`src/rtl/mem_port_arbiter.sv`:
```
// Round-robin arbiter sharing one memory port between the instruction-side and data-side
// cache controllers. It latches the winner's command, holds the strobes and aborts on timeout.
module mem_port_arbiter #(
   parameter int unsigned TIMEOUT = 255
) (
   input  logic        clk,
   input  logic        reset,
   input  logic        i_req,
   input  logic        i_we,
   input  logic [31:0] i_addr,
   input  logic [31:0] i_wdata,
   input  logic [3:0]  i_be,
   output logic        i_done,
   output logic        i_err,
   input  logic        d_req,
   input  logic        d_we,
   input  logic [31:0] d_addr,
   input  logic [31:0] d_wdata,
   input  logic [3:0]  d_be,
   output logic        d_done,
   output logic        d_err,
   output logic [31:0] rdata,
   output logic        mem_ren,
   output logic        mem_wen,
   output logic [31:0] mem_addr,
   output logic [31:0] mem_wdata,
   output logic [3:0]  mem_be,
   input  logic        mem_ready,
   input  logic [31:0] mem_rdata,
   output logic        busy,
   output logic        owner
);

   typedef enum logic [1:0] {IDLE, BUSY, DONE} state_t;

   // Exit happens on this count, so the 8-bit counter never wraps.
   localparam logic [7:0] TO_LAST = 8'(TIMEOUT - 1);

   state_t      state_reg, state_next;
   logic        last_reg, owner_reg, err_reg;
   logic        mem_ren_reg, mem_wen_reg;
   logic [7:0]  cnt_reg;
   logic [31:0] rdata_reg, mem_addr_reg, mem_wdata_reg;
   logic [3:0]  mem_be_reg;
   logic        win, sel_we, timeout_hit;

   always_comb begin
      win         = (i_req && d_req) ? ~last_reg : d_req;
      sel_we      = win ? d_we : i_we;
      state_next  = state_reg;
      timeout_hit = 1'b0;
      case (state_reg)
         IDLE: begin
            if (i_req || d_req) state_next = BUSY;
         end
         BUSY: begin
            if (mem_ready) begin
               state_next = DONE;
            end else if (cnt_reg == TO_LAST) begin
               timeout_hit = 1'b1;
               state_next  = DONE;
            end
         end
         DONE:    state_next = IDLE;
         default: state_next = IDLE;
      endcase
   end

   always_ff @(posedge clk or posedge reset) begin
      if (reset) begin
         state_reg     <= IDLE;
         last_reg      <= 1'b1;
         owner_reg     <= 1'b0;
         err_reg       <= 1'b0;
         mem_ren_reg   <= 1'b0;
         mem_wen_reg   <= 1'b0;
         cnt_reg       <= '0;
         rdata_reg     <= '0;
         mem_addr_reg  <= '0;
         mem_wdata_reg <= '0;
         mem_be_reg    <= '0;
      end else begin
         state_reg <= state_next;
         case (state_reg)
            IDLE: begin
               if (state_next == BUSY) begin
                  owner_reg     <= win;
                  last_reg      <= win;
                  mem_ren_reg   <= ~sel_we;
                  mem_wen_reg   <= sel_we;
                  mem_addr_reg  <= win ? d_addr : i_addr;
                  mem_wdata_reg <= win ? d_wdata : i_wdata;
                  mem_be_reg    <= win ? d_be : i_be;
                  cnt_reg       <= '0;
               end
            end
            BUSY: begin
               if (mem_ready) begin
                  // mem_wen_reg still reflects the latched direction here.
                  if (!mem_wen_reg) rdata_reg <= mem_rdata;
                  err_reg     <= 1'b0;
                  mem_ren_reg <= 1'b0;
                  mem_wen_reg <= 1'b0;
               end else if (timeout_hit) begin
                  err_reg     <= 1'b1;
                  mem_ren_reg <= 1'b0;
                  mem_wen_reg <= 1'b0;
               end else begin
                  cnt_reg <= cnt_reg + 8'd1;
               end
            end
            default: ;
         endcase
      end
   end

   assign i_done    = (state_reg == DONE) && !owner_reg;
   assign d_done    = (state_reg == DONE) && owner_reg;
   assign i_err     = i_done && err_reg;
   assign d_err     = d_done && err_reg;
   assign rdata     = rdata_reg;
   assign mem_ren   = mem_ren_reg;
   assign mem_wen   = mem_wen_reg;
   assign mem_addr  = mem_addr_reg;
   assign mem_wdata = mem_wdata_reg;
   assign mem_be    = mem_be_reg;
   assign busy      = (state_reg != IDLE);
   assign owner     = owner_reg;

endmodule

```
`config.mk`:
```
export PLATFORM = sky130hd
export DESIGN_NAME = mem_port_arbiter
export DESIGN_NICKNAME = d
export VERILOG_FILES = /design/src/rtl/mem_port_arbiter.sv
export SDC_FILE = /design/constraint.sdc
export NUM_CORES = 1
export LEC_CHECK = 0
export CORE_MARGIN = 8
export CORE_UTILIZATION = 42
export CTS_CLUSTER_SIZE = 10
export DETAILED_ROUTE_END_ITERATION = 8
export PLACE_DENSITY = 0.94
export SETUP_SLACK_MARGIN = 0.5
export SYNTH_ARGS = -nofsm -noshare
export SYNTH_HDL_FRONTEND = slang
export SYNTH_SLANG_ARGS = --single-unit
```
`constraint.sdc`:
```
create_clock -name clk -period 7.25 [get_ports clk]
set_clock_uncertainty 0.15 [all_clocks]
set_input_delay 1.45 -clock clk [delete_from_list [all_inputs] [get_ports clk]]
set_output_delay 1.45 -clock clk [all_outputs]
set_load 0.01 [all_outputs]
```
==> run summary <==
Port buffer count - 282
Crit path max fanout - 58
Via/cell ratio - 5.05
DRT Pass-1 Iters - 4
Htree depth - 4
Post-Route WL - 16.6 mm
Clock Tree Buf Depth - 2
Die Area - 15700 um2
Global-route wire length before repair - 26.5 mm
Initial Util - 42.4%
Antenna fix cells - 0
Post-Synthesis Net Count - 614
Area leader, netlist - dfrtp_1
Post-synthesis sequential area ratio - 57.3%
Post-synth EDFFs - 0
CP Class - input port to flop
Startpoint Class - input port
Slew headroom - 35.0%
Max_cap viols - 0
Hold path start - mem_addr[30]
I/O Pins - 283
Max stage delay cell, worst path - buf_4
Hold WC Path Type - flop to flop
Period utilization - 53.0%
# rows - 40
Nets@finish - 894
TritonCTS Buffers - 17
Die Width - 125 um
R2R Path Start - last_reg
Crit path DAT - 3.93 ns
Top post-synthesis cells by count - dfrtp_1 (114), o21ai_0 (74), nand2_1 (71)
Critical path capture point type - flop
Worst EP required - 7.34 ns
FMAX - 260 MHz
Setup bufs post-CTS - 0
RSZ-0062 raised after global routing - false
Initial antenna violation count - 0
Worst hold margin - 0.326 ns
Mapped Cells - 437
Setup_tns - 0 ns
Post-route ant nets - 0
Clock-pin slew on the worst setup and hold paths - 0.05 ns
Yosys cell types - 37
Vias in the first global route - 4895
Post-Syn Area - 5030 um2
Buf/Inv on CP - 2
Hold_buf cts - 0
Setup slack, reg-to-reg - 4.72 ns
Outcome - finished, final reports clean
CORE AREA - 11900 um2
Min Clock Period, post-route - 3.84 ns
GRT Total Usage - 21.3%
Layout cells sized above 1 - 10.0%
Maximum number of pins on one net before global-route repair - 84
Top-count cell post-synth - dfrtp_1
Final setup violation count - 0
Synth top area share - 56.7%
Critical path's top delay family - buffers and inverters
Clock sink count - 115
P&R area growth vs syn - 69.8%
Routed WL per cell - 18.9 um
Cell Chain, Critical Path - clkdlybuf4s50_1 > a21boi_4 > buf_4 > mux2i_1 > o21ai_0
Synth async-reset ratio - 100%
Leakage - 0.00362 uW
CP max stage delay - 0.85 ns
Vias after detailed routing - 4431
Synthesis-stage register bit count - 115
Drt drc - 0
Global placer's final weighted congestion - 0.816
Hold path depth - 2
Synth Warn # - 0
GRT Residual Overflow - 0
DPL Wire Length - 12.8 mm
Least-Margin Pin Slew - 0.975 ns
Resized cells post-CTS - 0
Pwr dens - 393 nW/um2
Slew Limit Fails - 0
DIE HEIGHT - 125 um
Reg2Reg Depth - 4
# fillers - 793
Final-report hold violation count - 0
Worst Hold Path EP - mem_addr[30]
R2R Path End - mem_addr[11]
Peak supply drop - 187 uV
Syn Area/Cell - 11.5 um2
Post-synth top flop - dfrtp_1
Clk Latency, worst-skew pair - 0.40 ns
Ranking of synthesized cells by area - dfrtp_1 (57%), mux2i_1 (14%), o21ai_0 (7.4%)
Root buf cell - clkbuf_16
CTS tree - yes
DR iter-0 viols - 347
==> worst register-to-register path: stages, from the launching register on <==
cell and delay [ns]:
dfstp_2 0.39, a21boi_4 0.52, buf_4 0.86, mux2i_1 0.33, o21ai_0 0.12
==> logic make-up after synthesis <==
kind of cell | synth area share (%)
muxes | 20.9
AOI/OAI and AO/OA | 9.83
DFF | 57.3
adders and majority gates | 0.498
and+or+nand+nor | 8.59
buffers and inverters | 2.91
==> per-stage QoR <==
step	std cells	setup WS (ns)	total power (uW)	util [%]	instance area, um2
after detailed placement	845	3.02	2580	67.1	7960
final	877	3.41	3360	72.0	8540
after global routing	877	3.28	3560	72.0	8540
after CTS	877	3.45	3390	72.0	8540
after global placement	845	3.14	2510	67.1	7960
after floorplan	437	2.61	1730	-	5030
==> cell type report <==
class / instances / area [um2] / area share [%]
Sequential cell: 115 / 2880 / 33.7
Timing Repair Buffer: 287 / 2860 / 33.5
Multi-Input combinational cell: 292 / 2020 / 23.7
Inverter: 4 / 17.5 / 0.205
Clock inverter: 8 / 75.1 / 0.879
Clock buffer: 24 / 502 / 5.88
Tap cell: 147 / 184 / 2.15
==> routing by layer <==
| layer | vias up | wire length (um) | GRT usage [%] |
|---|---|---|---|
| li1 | 2098 | - | - |
| met3 | 26 | 1270 | 7.52 |
| met1 | 2090 | 6480 | 23.6 |
| met4 | 0 | 386 | 9.03 |
| met5 | - | 0 | 0 |
| met2 | 217 | 8450 | 36.6 |
==> how the worst max path moves through the flow <==
stage / from / to / cells past startpoint
after detailed placement: d_req / mem_addr[9] / 5
after global routing: d_req / mem_addr[11] / 5
final: d_req / mem_addr[11] / 5
after CTS: d_req / mem_addr[11] / 5
after global placement: d_req / mem_wdata[0] / 5
after floorplan: reset / cnt_reg[0] / 1
==> report_power, final <==
group | total [uW] | internal, uW | switching (uW) | leakage, uW
clock | 794 | 514 | 280 | 0.000274
combinational | 1440 | 803 | 638 | 0.00194
sequential | 1120 | 945 | 175 | 0.00141
==> cell usage in the layout (no fill, tap or decap), types with 2 or more instances in the layout <==
cell type,n
clkbuf_8,5
nand3_1,5
clkbuf_1,2
o31ai_1,2
dfrtp_1,114
a31oi_1,3
and3_1,2
nand2_1,71
mux2_2,31
o21ai_0,74
a21oi_1,4
clkdlybuf4s50_1,282
a22o_1,2
nor2_1,4
clkinv_2,3
nand4_1,3
buf_4,5
inv_1,3
clkbuf_16,17
mux2i_1,69
o21a_1,2
ha_1,2
clkinvlp_4,4
and2_1,2
(Power assumes the default switching activity.)
==> RTL change: new RTL, config.mk and constraints unchanged <==
Encoding of `state_t`: now one-hot (3 bits for 3 states).
--- a/src/rtl/mem_port_arbiter.sv
+++ b/src/rtl/mem_port_arbiter.sv
@@ -33,3 +33,3 @@
 
-   typedef enum logic [1:0] {IDLE, BUSY, DONE} state_t;
+   typedef enum logic [2:0] {IDLE = 3'b001, BUSY = 3'b010, DONE = 3'b100} state_t;
 
Behaviour: same outputs for any inputs over 4 cycles, from zero or initial values and one cycle with reset high; so few cycles prove little.
==> RTL change against the unedited design <==
Routed wire length is 5.0% higher. Largest cell class unchanged. Total power is 2.6% higher. Worst setup slack better by 0.026 ns. Design area is 2.5% higher. Synthesized area is 5.2% higher. Non-clock buffer count is 1 lower. Fmax is 0.68% higher. Sequential cell count is 1 higher. Utilization is 1.8 points lower.
==> RTL change: results (changes against the unedited design) <==
| Metric | Value |
|---|---|
| Reg2reg setup slack | 4.58 ns (was 4.72 ns) |
| Post-synth cell types | 42 (was 37) |
| Post-Synth XOR/XNOR Area | 0.331% (was 0%) |
| First-pass GRT wire length | 27000 um (was 26500 um) |
| Hold endpoint | mem_addr[19] (was mem_addr[30]) |
| Final cell area excluding filler cells | 8750 um2 (was 8540 um2) |
| Worst r2r dst | cnt_reg[5] (was mem_addr[11]) |
| Post-Route WL | 17400 um (was 16600 um) |
| Start of the worst register-to-register path | state_reg[0] (was last_reg) |
| Mux contribution to synthesized area | 22.0% (was 20.9%) |
| Placed cell count | 872 (was 845) |
| Crit path max fanout | 59 (was 58) |
| Hold slack final | 0.329 ns (was 0.326 ns) |
| Seq/Total Area, Yosys | 54.9% (was 57.3%) |
| Fillers | 847 (was 793) |
| Fraction of layout cells with a size suffix above 1 | 9.85% (was 10.0%) |
| Initial DRC count | 240 (was 347) |
| GRT Resource Usage Total | 21.3% (about the same) |
| Top cells by area, synth | dfrtp_1, mux2i_1, mux2_4 (was dfrtp_1, mux2i_1, o21ai_0) |
| Maximum vdd drop | 199 uV (was 187 uV) |
| Pre-CTS setup slack | 3.08 ns (was 3.02 ns) |
| Outcome | finished, final reports clean (unchanged) |
| Final net count | 896 (was 894) |
| Slew headroom | 32.1% (was 35.0%) |
| Routability Congestion | 0.893 (was 0.816) |
| Synth Area in Adders | 0.473% (was 0.498%) |
RTL change: changes by cell type after synthesis, sizes merged, moves of 2 or more:
cell | unedited run | this run
nand2 | 71 | 75
a31oi | 3 | 1
o21ai | 76 | 72
o211ai | 1 | 3
clkbuf | 9 | 11
RTL change: cell type report:
type	count	share of cell area [%]
clock buffers	26	5.59
clock inverters	5	0.572
inverters	4	0.200
multi-input cells	294	25.4
flip-flops and latches	116	33.2
well taps	172	2.46
repair buffers	286	32.6
RTL change: how the worst max path moves through the flow:
stage	from	endpoint	slack (ns)	depth (start not counted)
after floorplan	reset	cnt_reg[0]	2.58	1
after global placement	d_req	mem_addr[19]	3.14	5
after detailed placement	d_req	mem_wdata[14]	3.08	5
after CTS	d_req	mem_wdata[23]	3.50	5
after global routing	i_req	cnt_reg[5]	3.36	6
final	d_req	mem_addr[4]	3.43	5
RTL change: worst max-delay path, cell delays in order:
cell,delay (ns)
clkdlybuf4s50_1,0.57
a21boi_4,0.53
buf_4,0.84
mux2i_1,0.30
o21ai_1,0.11
RTL change: where the power goes:
part	total [mW]	internal, mW	switching (mW)
clock	0.758	0.494	0.264
sequential	1.15	0.955	0.192
combinational	1.54	0.858	0.678
total	3.44	2.31	1.13
RTL change: cells by family after synthesis:
logic type,after synthesis
flops,116
mux,101
simple gates,97
compound gates,92
buf+inv,31
xor+xnor,2
fa+ha+maj,2
RTL change: per-layer routing:
metal  wire (um)  vias up  GRT usage, %  part of all wire (%)
met5          13        -             0                 0.075
met3        1610       37          8.49                   9.2
met4         550        2          10.5                   3.2
li1            -     2103             -                     -
met1        6750     2147          22.6                    39
met2        8490      221          36.1                    49
